**src/rtl/bp_me_io_cmd_arbiter.sv**
```systemverilog
// Round-robin arbiter that shares one IO command link among several masters
// and routes in-order responses back to the master that issued each command.
module bp_me_io_cmd_arbiter #(
  parameter int num_req_p         = 2,
  parameter int msg_width_p       = 128,
  parameter int max_outstanding_p = 4
) (
  input  logic                               clk_i,
  input  logic                               reset_i,

  input  logic [num_req_p*msg_width_p-1:0]   io_cmd_i,
  input  logic [num_req_p-1:0]               io_cmd_v_i,
  output logic [num_req_p-1:0]               io_cmd_ready_o,

  output logic [msg_width_p-1:0]             io_cmd_o,
  output logic                               io_cmd_v_o,
  input  logic                               io_cmd_ready_i,

  input  logic [msg_width_p-1:0]             io_resp_i,
  input  logic                               io_resp_v_i,
  output logic                               io_resp_yumi_o,

  output logic [msg_width_p-1:0]             io_resp_o,
  output logic [num_req_p-1:0]               io_resp_v_o,
  input  logic [num_req_p-1:0]               io_resp_ready_i,

  output logic [$clog2(max_outstanding_p+1)-1:0] outstanding_o,
  output logic                               err_o
);

  localparam int id_w  = $clog2(num_req_p);
  localparam int ptr_w = $clog2(max_outstanding_p);
  localparam int cnt_w = $clog2(max_outstanding_p+1);

  logic [msg_width_p-1:0] cmd_arr [num_req_p];

  logic [id_w-1:0]  rr_ptr_reg, rr_ptr_next;
  logic             lock_reg, lock_next;
  logic [id_w-1:0]  lock_id_reg, lock_id_next;
  logic [ptr_w-1:0] wr_ptr_reg, wr_ptr_next;
  logic [ptr_w-1:0] rd_ptr_reg, rd_ptr_next;
  logic [cnt_w-1:0] count_reg, count_next;
  logic             err_reg, err_next;

  // Tiny ID store read asynchronously so the head owner is known in the same cycle.
  logic [id_w-1:0]  id_mem_reg [max_outstanding_p];

  logic [id_w-1:0]  rr_winner;
  logic [id_w-1:0]  grant;
  logic [id_w-1:0]  head;
  logic [id_w:0]    rot_idx;
  logic [id_w:0]    grant_inc;
  logic             found;
  logic             full;
  logic             empty;
  logic             push;
  logic             pop;

  assign full  = (count_reg == cnt_w'(max_outstanding_p));
  assign empty = (count_reg == '0);

  always_comb begin
    rr_winner = rr_ptr_reg;
    found     = 1'b0;
    rot_idx   = '0;
    for (int i = 0; i < num_req_p; i++) begin
      rot_idx = {1'b0, rr_ptr_reg} + (id_w+1)'(i);
      if (rot_idx >= (id_w+1)'(num_req_p))
        rot_idx = rot_idx - (id_w+1)'(num_req_p);
      if (!found && io_cmd_v_i[rot_idx[id_w-1:0]]) begin
        found     = 1'b1;
        rr_winner = rot_idx[id_w-1:0];
      end
    end
  end

  // A stalled grant stays pinned to the same master until the link accepts it.
  assign grant      = lock_reg ? lock_id_reg : rr_winner;
  assign io_cmd_v_o = ~reset_i & ((|io_cmd_v_i) | lock_reg) & ~full;
  assign io_cmd_o   = cmd_arr[grant];
  assign push       = io_cmd_v_o & io_cmd_ready_i;

  assign head           = id_mem_reg[rd_ptr_reg];
  assign io_resp_yumi_o = ~reset_i & io_resp_v_i & ~empty & io_resp_ready_i[head];
  assign pop            = io_resp_yumi_o;
  assign io_resp_o      = io_resp_i;
  assign outstanding_o  = count_reg;
  assign err_o          = err_reg;

  genvar gi;
  generate
    for (gi = 0; gi < num_req_p; gi++) begin : g_master
      assign cmd_arr[gi]        = io_cmd_i[gi*msg_width_p +: msg_width_p];
      assign io_cmd_ready_o[gi] = io_cmd_ready_i & io_cmd_v_o & (grant == id_w'(gi));
      assign io_resp_v_o[gi]    = ~reset_i & io_resp_v_i & ~empty & (head == id_w'(gi));
    end
  endgenerate

  always_comb begin
    rr_ptr_next  = rr_ptr_reg;
    lock_next    = lock_reg;
    lock_id_next = lock_id_reg;
    wr_ptr_next  = wr_ptr_reg;
    rd_ptr_next  = rd_ptr_reg;
    count_next   = count_reg;
    err_next     = err_reg;
    grant_inc    = {1'b0, grant} + (id_w+1)'(1);

    if (io_cmd_v_o && !io_cmd_ready_i) begin
      lock_next    = 1'b1;
      lock_id_next = grant;
    end else if (push) begin
      lock_next    = 1'b0;
    end

    if (push) begin
      rr_ptr_next = (grant_inc == (id_w+1)'(num_req_p)) ? '0 : grant_inc[id_w-1:0];
      wr_ptr_next = wr_ptr_reg + ptr_w'(1);
    end
    if (pop)
      rd_ptr_next = rd_ptr_reg + ptr_w'(1);

    count_next = count_reg + cnt_w'(push) - cnt_w'(pop);

    // A response with nothing in flight has no owner; flag it and leave it unconsumed.
    if (io_resp_v_i && empty)
      err_next = 1'b1;
  end

  always_ff @(posedge clk_i) begin
    if (reset_i) begin
      rr_ptr_reg  <= '0;
      lock_reg    <= 1'b0;
      lock_id_reg <= '0;
      wr_ptr_reg  <= '0;
      rd_ptr_reg  <= '0;
      count_reg   <= '0;
      err_reg     <= 1'b0;
    end else begin
      rr_ptr_reg  <= rr_ptr_next;
      lock_reg    <= lock_next;
      lock_id_reg <= lock_id_next;
      wr_ptr_reg  <= wr_ptr_next;
      rd_ptr_reg  <= rd_ptr_next;
      count_reg   <= count_next;
      err_reg     <= err_next;
    end
  end

  always_ff @(posedge clk_i) begin
    if (push)
      id_mem_reg[wr_ptr_reg] <= grant;
  end

endmodule
```
**config.mk**
```make
export PLATFORM = sky130hd
export DESIGN_NAME = bp_me_io_cmd_arbiter
export DESIGN_NICKNAME = d
export VERILOG_FILES = /design/src/rtl/bp_me_io_cmd_arbiter.sv
export SDC_FILE = /design/constraint.sdc
export NUM_CORES = 1
export LEC_CHECK = 0
export CAP_MARGIN = 40
export CELL_PAD_IN_SITES_DETAIL_PLACEMENT = 1
export CELL_PAD_IN_SITES_GLOBAL_PLACEMENT = 1
export CORE_AREA = 2 2 253 255
export DETAILED_ROUTE_END_ITERATION = 10
export DIE_AREA = 0 0 255 257
export GPL_TIMING_DRIVEN = 0
export PLACE_DENSITY = 0.43
export SLEW_MARGIN = 40
export SYNTH_ARGS = -nofsm -noshare
export SYNTH_HDL_FRONTEND = slang
export SYNTH_SLANG_ARGS = --single-unit
```
**constraint.sdc**
```tcl
create_clock -name clk_i -period 3.3 [get_ports clk_i]
set_clock_uncertainty 0.05 [all_clocks]
set_input_delay 0.825 -clock clk_i [delete_from_list [all_inputs] [get_ports clk_i]]
set_output_delay 0.825 -clock clk_i [all_outputs]
set_load 0.02 [all_outputs]
```
==> impl_metrics.toml, run 1 <==
[outcome]
outcome = "finished with violations"
violations = "negative setup slack"

[synthesis]
ys_seq_area_share_pct = 10.16
yosysUniqueCellTypes = 33
yosysMostFrequentCell = "buf_4"
synthesis.nets = 754
yosys_warnings = 0
ys.flop_type = "dfxtp_1"
synth_edf_count = 4
yosys.area_share.simple_pct = 4.779
synthAdderAreaFrac_pct = 2.841
avgSynthCellArea_um2 = 10.55
synthDominantCellAreaShare_pct = 34.89
synth_top_family_by_area = "multiplexers"
synth_cells = 355
synthArstFlopShare_pct = 0
synth_common_cells = "buf_4, mux2_4, mux2_2"
synth-seq-cells = 17
synth.top_cells.by_area = "mux2_4, buf_4, mux2_2"
synth-compound-area-share_pct = 1.537
synth_mux_area_share_pct = 48.36
syn_area_um2 = 3744
synth_xor_area_share_pct = 0.7019
synth_area_leader_cell = "mux2_4"

[critical_path]
cp-end-kind = "primary output"
slowest_stage = "mux2_4"
crit_end = "io_cmd_o[24]"
critPathMaxFanout = 6
start_kind = "input pin"
critical_path_class = "in -> out"
arrival_ns = 2.48
critPathLaunch = "io_cmd_v_i[1]"
max_stage_delay_ns = 0.33
r2r_cells = 9
r2r-end = "outstanding_o[1]"
crit_buf_inv = 6
cp_top_family = "buffers and inverters"
path_cells = "buf_6 -> inv_2 -> maj3_2 -> o21a_4 -> buf_16 -> buf_12 -> buf_12 -> mux2_4 -> buf_6"
timing.rr.start = "outstanding_o[2]"
cp_num_cells = 9
required_ns = 2.42
rrSetupSlack_ns = 0.67

[placement]
dp_slack_ns = -1.056
dp_hpwl_um = 25710
placed_area_um2 = 10090
port_buffers = 528
gp_congestion = 0.8448
place_inst = 1729

[pwr]
p_total_mw = 3.049
pwr-share-comb_pct = 83.0
p_seq_share_pct = 9.1
ir_drop_mv = 0.1614
swShare_pct = 39.15
p_leak_nw = 4.515
p_int_mw = 1.855
p_clk_share_pct = 7.9
p_sw_mw = 1.194
power_density_nw_per_um2 = 288.6

[global_routing]
grt_first_pass_wirelength_um = 38680
antenna_found_initial = 1
grt_overflow_total = 0
grt_pass1_vias = 5317
grt_max_degree = 11
grt_usage_pct = 8.229

[layout]
layout-drive-gt1-share_pct = 42.95
synthToLayoutAreaGrowth_pct = 182.2
nets = 1301
final_area_um2 = 10560
fillCellCount = 7273
final_util_pct = 16.84
instances_no_fill = 1748

[drt]
dr_wl_met3_um = 3840
routed_wl_um = 29240
wl_met2_um = 14290
ant_nets = 0
drtPass1Iterations = 4
vias = 4656
drt_iter0_markers = 127
met1_length_um = 11050
highest_layer = "met4"
wl_per_cell_um = 16.73
drc_errors = 0
viasPerCell = 2.664

[clocking]
clk_transition_reported_paths_ns = 0.05
htree_levels = 1
clock_path_buffers = 2
cts.sinks = 17
cts_buffers = 3
clk_latency_ns = 0.24
cts-root-buf = "clkbuf_16"
tritoncts = "yes"
ctsHoldBuffers = 0

[timing]
drv_slew = 0
min_period_ns = 3.353
finalCritPeriodShare_pct = 101.6
rsz0062_at_grt = "yes"
setup_viol = 22
fin_setup_tns_ns = -0.3464
holdWs_ns = 0.4177
max_freq_mhz = 298.2
tightest_slew_ns = 0.7211
hold_viol = 0
setup_ws_ns = -0.05344
relSlewSlack_pct = 51.82

[floorplan]
die_w_um = 255
num_io_pins = 658
core-area_um2 = 62740
dieArea_um2 = 65540
start_util_pct = 5.967
die_h_um = 257
num_rows = 92

[flow_run]
maxCapViolCount = 0

[min_path]
hp-start = "err_o"
hold_path_class = "reg -> reg"
-- worst reg2reg max path: cells and delay by family (launching register included) --
family                     cells  cell delay (ns)
and+or+nand+nor                3             0.88
adders and majority gates      3             0.79
DFF                            1             0.41
buffers and inverters          3             0.37
-- what timing repair did --
item | in CTS | in global routing
cloned | 8 | 1
pin swaps | 3 | 2
buffers inserted | 9 | 3
resized for setup | 632 | 7
endpoints found under the setup margin | 134 | 130
-- logic make-up after synthesis --
family / Yosys count
AO/OA/AOI/OAI: 10
flip-flops: 17
AND/OR/NAND/NOR: 31
adder cells (fa/ha/maj): 8
multiplexers: 131
buffers and inverters: 155
XOR/XNOR: 3
-- area by class of cell --
type                       instances  area (µm²)  share of cell area [%]
antenna                            1       2.502                 0.02369
buffer                           143        1186                   11.23
clock buffer                       4       78.83                  0.7463
inverter                          10       37.54                  0.3554
multi-input combinational        183        2187                   20.71
sequential                        17       380.4                   3.601
tap                              846        1059                   10.02
timing repair buffer             544        5632                   53.32
-- worst min path at each step --
stage / end / slack [ns] / depth (start not counted)
global placement: rr_ptr_reg / 0.42 / 2
global route: rr_ptr_reg / 0.46 / 2
finish: err_o / 0.42 / 2
CTS: err_o / 0.42 / 2
detailed placement: err_o / 0.41 / 2
floorplan: rr_ptr_reg / 0.40 / 2
-- power groups by stage --
stage / Combinational (mW) / Clock [mW] / Sequential (mW)
2_1_floorplan: 1.21 / 0 / 0.293
4_1_cts: 2.64 / 0.250 / 0.280
3_5_place_dp: 2.38 / 0 / 0.284
6_report: 2.53 / 0.241 / 0.279
5_1_grt: 2.69 / 0.257 / 0.285
3_3_place_gp: 2.38 / 0 / 0.282
-- layout by cell type (no fill, tap or decap), drive strengths merged --
master         Yosys  routed
a211oi             1       1
a21oi              5       5
and2               4       4
and3               1       1
buf              143     246
bufbuf             0       1
clkbuf             2       7
clkdlybuf4s15      0      21
clkdlybuf4s50      0     393
dfxtp             13      13
diode              0       1
dlygate4sd2        0      22
dlymetal6s2s       0       1
edfxtp             4       4
fa                 1       1
ha                 6       6
inv               10      10
maj3               1       1
mux2             128     128
mux2i              2       2
mux4               1       1
nand2              2       2
nand2b             1       1
nand3              1       1
nor2               9       9
nor2b              3       3
nor3               4       4
nor3b              1       1
nor4               1       1
nor4b              1       1
o211ai             1       1
o21a               1       1
o21ai              2       2
or3                3       3
xnor2              3       3
-- metal layers --
layer,track usage (%),up-vias
met2,14.47,316
li1,-,2179
met1,9.434,2159
met4,0.5036,0
met3,3.793,2
met5,0,-
(Power assumes the default switching activity.)
==> inputs of run 2 (changes only) <==
--- a/config.mk
+++ b/config.mk
@@ -8,11 +8,11 @@
 export CAP_MARGIN = 40
 export CELL_PAD_IN_SITES_DETAIL_PLACEMENT = 1
 export CELL_PAD_IN_SITES_GLOBAL_PLACEMENT = 1
-export CORE_AREA = 2 2 253 255
+export CORE_AREA = 2 2 258 260
 export DETAILED_ROUTE_END_ITERATION = 10
-export DIE_AREA = 0 0 255 257
+export DIE_AREA = 0 0 260 262
 export GPL_TIMING_DRIVEN = 0
-export PLACE_DENSITY = 0.43
+export PLACE_DENSITY = 0.41
 export SLEW_MARGIN = 40
 export SYNTH_ARGS = -nofsm -noshare
 export SYNTH_HDL_FRONTEND = slang
==> constraint.sdc (replaced) <==
create_clock -name clk_i -period 3.9 [get_ports clk_i]
set_clock_uncertainty 0.05 [all_clocks]
set_input_delay 0.975 -clock clk_i [delete_from_list [all_inputs] [get_ports clk_i]]
set_output_delay 0.975 -clock clk_i [all_outputs]
set_load 0.02 [all_outputs]
==> run 2 against run 1 <==
  * The run now ends clean
  * Sequential share of layout area up 0.16 points
  * Register-to-register slack better by 0.58 ns
  * Clock power down 16%
  * Non-clock buffer count down 6
  * Utilization down 1.3 points
  * Cell area down 4.1%
==> impl_metrics.toml, run 2 (synthesis results as in run 1) <==
[outcome]
outcome = "completed"

[global_routing]
grt_overflow_total = 0
grt_max_degree = 11
grt_usage_pct = 7.648
antenna_found_initial = 6
grt_first_pass_wirelength_um = 37370
grt_pass1_vias = 5125

[drt]
routed_wl_um = 29310
drt_iter0_markers = 92
ant_nets = 0
drc_errors = 0
wl_per_cell_um = 16.65
vias = 4599
drtPass1Iterations = 4
viasPerCell = 2.613

[floorplan]
core-area_um2 = 65280
dieArea_um2 = 68120
die_h_um = 262
num_io_pins = 658
start_util_pct = 5.735
die_w_um = 260
num_rows = 94

[clocking]
ctsHoldBuffers = 0
htree_levels = 1
clock_path_buffers = 2
clk_transition_reported_paths_ns = 0.05
cts-root-buf = "clkbuf_16"
clk_latency_ns = 0.24
cts_buffers = 3
tritoncts = "yes"
cts.sinks = 17

[critical_path]
path_cells = "buf_2 -> inv_2 -> maj3_2 -> o21a_1 -> buf_6 -> buf_16 -> buf_12 -> buf_12 -> mux2_4 -> clkdlybuf4s15_2"
r2r_cells = 9
cp-end-kind = "primary output"
crit_buf_inv = 7
required_ns = 2.87
cp_top_family = "buffers and inverters"
critical_path_class = "in -> out"
timing.rr.start = "id_mem_reg[0]"
arrival_ns = 2.78
start_kind = "input pin"
r2r-end = "outstanding_o[2]"
max_stage_delay_ns = 0.31
critPathMaxFanout = 10
slowest_stage = "maj3_2"
cp_num_cells = 10
critPathLaunch = "io_cmd_v_i[1]"
crit_end = "io_cmd_o[69]"
cpMostUsedCell = "buf_12"
rrSetupSlack_ns = 1.25

[pwr]
power_density_nw_per_um2 = 236.8
p_leak_nw = 4.292
ir_drop_mv = 0.1954

[layout]
final_cell_mix = "clkdlybuf4s50_1, buf_4, mux2_4"
layout-drive-gt1-share_pct = 42.12
instances_no_fill = 1760
nets = 1295
final_common_cell = "clkdlybuf4s50_1"
synthToLayoutAreaGrowth_pct = 170.5
final_util_pct = 15.51

[placement]
dp_hpwl_um = 26840
place_inst = 1747
port_buffers = 528
gp_congestion = 0.7042

[timing]
finalCritPeriodShare_pct = 97.63
drv_slew = 0
tightest_slew_ns = 0.7361
setup_viol = 0
rsz0062_at_grt = "no"
hold_viol = 0
max_freq_mhz = 262.6
min_period_ns = 3.808
relSlewSlack_pct = 50.82

[min_path]
hold_path_class = "reg -> reg"

[flow_run]
maxCapViolCount = 0
==> run 2: cell types whose count changed in the layout (fill, tap and decap cells not counted), sizes merged <==
cell	change
buf	-37
clkbuf	+1
clkdlybuf4s15	+9
dlymetal6s2s	-1
clkinv	+1
clkdlybuf4s50	+4
dlygate4sd2	+17
==> run 2: how the worst min path moves through the flow <==
stage	start	end	slack, ns	cells after the start
6_report	rr_ptr_reg	rr_ptr_reg	0.42	2
5_1_grt	rr_ptr_reg	rr_ptr_reg	0.46	2
4_1_cts	rr_ptr_reg	rr_ptr_reg	0.42	2
3_5_place_dp	rr_ptr_reg	rr_ptr_reg	0.41	2
3_3_place_gp	rr_ptr_reg	rr_ptr_reg	0.42	2
2_1_floorplan	rr_ptr_reg	rr_ptr_reg	0.40	2
==> run 2: timing repair <==
| action | 4_1_cts | 5_1_grt |
|---|---|---|
| pin swaps | 2 | 1 |
| setup buffers | 8 | 0 |
| resized for setup | 413 | 23 |
| setup endpoints to repair | 130 | 50 |
| cloned | 1 | 0 |
| endpoints found under the hold margin | 0 | 0 |
==> run 2: per-stage QoR <==
stage / setup WS, ns / hold WS (ns) / power, mW / TNS (ns) / instance area (µm²)
after floorplan: 0.6709 / 0.4005 / 1.270 / 0 / 3744
after global placement: -0.7950 / 0.4214 / 2.276 / -68.33 / 10110
after detailed placement: -0.7982 / 0.4147 / 2.274 / -66.86 / 10110
after CTS: 0.003044 / 0.4234 / 2.482 / 0 / 10230
after global routing: 0.0008480 / 0.4605 / 2.548 / 0 / 10120
final: 0.09228 / 0.4206 / 2.398 / 0 / 10120
==> run 2: per-layer routing <==
layer	GRT usage (%)	share of wire, %	vias up
met5	0	0.096	-
met4	0.4470	0.31	6
li1	-	-	2168
met2	13.26	50	305
met1	9.258	40	2108
met3	3.067	10	12
==> run 2: layout make-up <==
| type | instances | area, µm² |
|---|---|---|
| inverters | 10 | 37.54 |
| plain buffers | 144 | 1172 |
| fillers | 7629 | 55150 |
| flip-flops and latches | 17 | 380.4 |
| well taps | 864 | 1081 |
| repair buffers | 537 | 5191 |
| clock buffers | 3 | 75.07 |
| multi-input cells | 183 | 2180 |
| clock inverters | 1 | 5.005 |
| diodes | 1 | 2.502 |
==> run 2: where the power goes <==
| group | switching [mW] | internal [mW] | total [mW] | leakage (nW) |
|---|---|---|---|---|
| Combinational | 0.884 | 1.08 | 1.96 | 4.11 |
| Sequential | 0.0273 | 0.208 | 0.235 | 0.143 |
| Clock | 0.0645 | 0.137 | 0.202 | 0.0409 |
==> run 2: worst reg2reg max path: stages (launching register included) <==
cell and delay (ns):
edfxtp_1 0.36, mux4_2 0.52, mux2i_1 0.34, nor2_1 0.11, ha_1 0.29, inv_1 0.04
ha_1 0.20, fa_1 0.39, xnor2_1 0.17, nor2_1 0.05
==> inputs of run 3 (changes only) <==
--- a/config.mk
+++ b/config.mk
@@ -11,7 +11,6 @@
 export CORE_AREA = 2 2 258 260
 export DETAILED_ROUTE_END_ITERATION = 10
 export DIE_AREA = 0 0 260 262
-export GPL_TIMING_DRIVEN = 0
 export PLACE_DENSITY = 0.41
 export SLEW_MARGIN = 40
 export SYNTH_ARGS = -nofsm -noshare
==> run 3 against run 2 <==
  * Utilization shrank 3.4 points
  * Wire length shrank 15%
  * First-iteration DRC count shrank 7.6%
  * Critical path type unchanged
==> impl_metrics.toml, run 3 (synthesis results as in run 1) <==
[drt]
vias = 3818
drt_iter0_markers = 85
ant_nets = 0
wl_per_cell_um = 16.48
drtPass1Iterations = 4
viasPerCell = 2.527
routed_wl_um = 24890
drc_errors = 0

[clocking]
clk_latency_ns = 0.24
clock_path_buffers = 2
htree_levels = 1
tritoncts = "yes"
cts.sinks = 17
cts-root-buf = "clkbuf_16"
clk_transition_reported_paths_ns = 0.05
cts_buffers = 3

[floorplan]
num_io_pins = 658
num_rows = 94
core-area_um2 = 65280
die_w_um = 260
dieArea_um2 = 68120
die_h_um = 262
start_util_pct = 5.735

[global_routing]
grt_first_pass_wirelength_um = 31530
grt_pass1_vias = 4340
grt_max_degree = 19
grt_overflow_total = 0
antenna_found_initial = 4
grt_usage_pct = 6.573

[layout]
final_cell_mix = "clkdlybuf4s50_1, mux2_4, dlygate4sd2_1"
final_area_um2 = 7901
synthToLayoutAreaGrowth_pct = 111.1
nets = 1046
final_util_pct = 12.10
layout-drive-gt1-share_pct = 35.76
fillCellCount = 7698
final_common_cell = "clkdlybuf4s50_1"

[outcome]
outcome = "completed"

[pwr]
power_density_nw_per_um2 = 257.3
p_leak_nw = 3.248
ir_drop_mv = 0.1445
p_total_mw = 2.033

[critical_path]
required_ns = 2.87
cp-end-kind = "primary output"
critical_path_class = "in -> out"
start_kind = "input pin"
rrSetupSlack_ns = 1.19
arrival_ns = 2.81
critPathMaxFanout = 6

[timing]
setup_viol = 0
relSlewSlack_pct = 69.66
holdWs_ns = 0.4215
finalCritPeriodShare_pct = 98.39
hold_viol = 0
min_period_ns = 3.837
fin_setup_tns_ns = 0
drv_slew = 0
max_freq_mhz = 260.6
rsz0062_at_grt = "no"
tightest_slew_ns = 0.4516

[min_path]
hold_path_class = "reg -> reg"

[placement]
port_buffers = 401
dp_hpwl_um = 21690
placed_area_um2 = 7955
gp_congestion = 0.7350

[flow_run]
maxCapViolCount = 0
-- run 3: cell types whose count changed in the layout (fill, tap and decap cells not counted), sizes merged --
cell and change:
clkdlybuf4s50 -127, dlygate4sd2 +23, dlymetal6s2s +2, bufbuf +2, clkdlybuf4s15 -11, clkinv -1, buf -134, clkbuf -3
-- run 3: final timing paths --
path | from | endpoint | depth (start not counted)
setup / recovery | io_cmd_v_i[1] | io_cmd_o[21] | 8
hold / removal | err_o | err_o | 2
setup reg to reg | id_mem_reg[3] | outstanding_o[2] | 10
hold reg to reg | err_o | err_o | 2
-- run 3: area by class of cell --
class	count	area, µm²	area share, %
diodes	1	2.502	0.03167
clock buffers	4	78.83	0.9976
inverters	10	37.54	0.4751
multi-input cells	183	2187	27.68
flip-flops and latches	17	380.4	4.814
well taps	864	1081	13.68
repair buffers	432	4134	52.32
-- run 3: repair_timing --
action                     4_1_cts  5_1_grt
setup endpoints to repair      129       57
setup buffers                    1        0
hold buffers                     0        0
pin swaps                        2        1
cloned                           3        0
gates resized for setup        264       12
-- run 3: metal layers --
layer  part of all wire, %  GRT usage [%]  up-vias
met5                  0.99          2.639        -
met4                  0.22         0.3193       10
met3                    22          6.559       14
met2                    42          9.863      473
met1                    34          6.601     1652
li1                      -              -     1669
-- run 3: power by group --
group          total (mW)  internal, mW  switching, mW
clock network       0.205         0.139         0.0663
registers           0.237         0.208         0.0291
logic                1.59         0.882          0.709
-- run 3: critical path, stage by stage --
cell and delay, ns:
dlygate4sd2_1 0.22, inv_1 0.05, maj3_2 0.31, o21a_4 0.25
buf_12 0.16, buf_12 0.15, mux2_4 0.30, dlygate4sd2_1 0.36
-- run 3: stage by stage --
| stage | worst slack [ns] | std cells |
|---|---|---|
| 2_1_floorplan | 0.6709 | 355 |
| 3_3_place_gp | -0.4428 | 1502 |
| 3_5_place_dp | -0.4431 | 1502 |
| 4_1_cts | 0.001326 | 1510 |
| 5_1_grt | 0.0006737 | 1510 |
| 6_report | 0.06260 | 1511 |
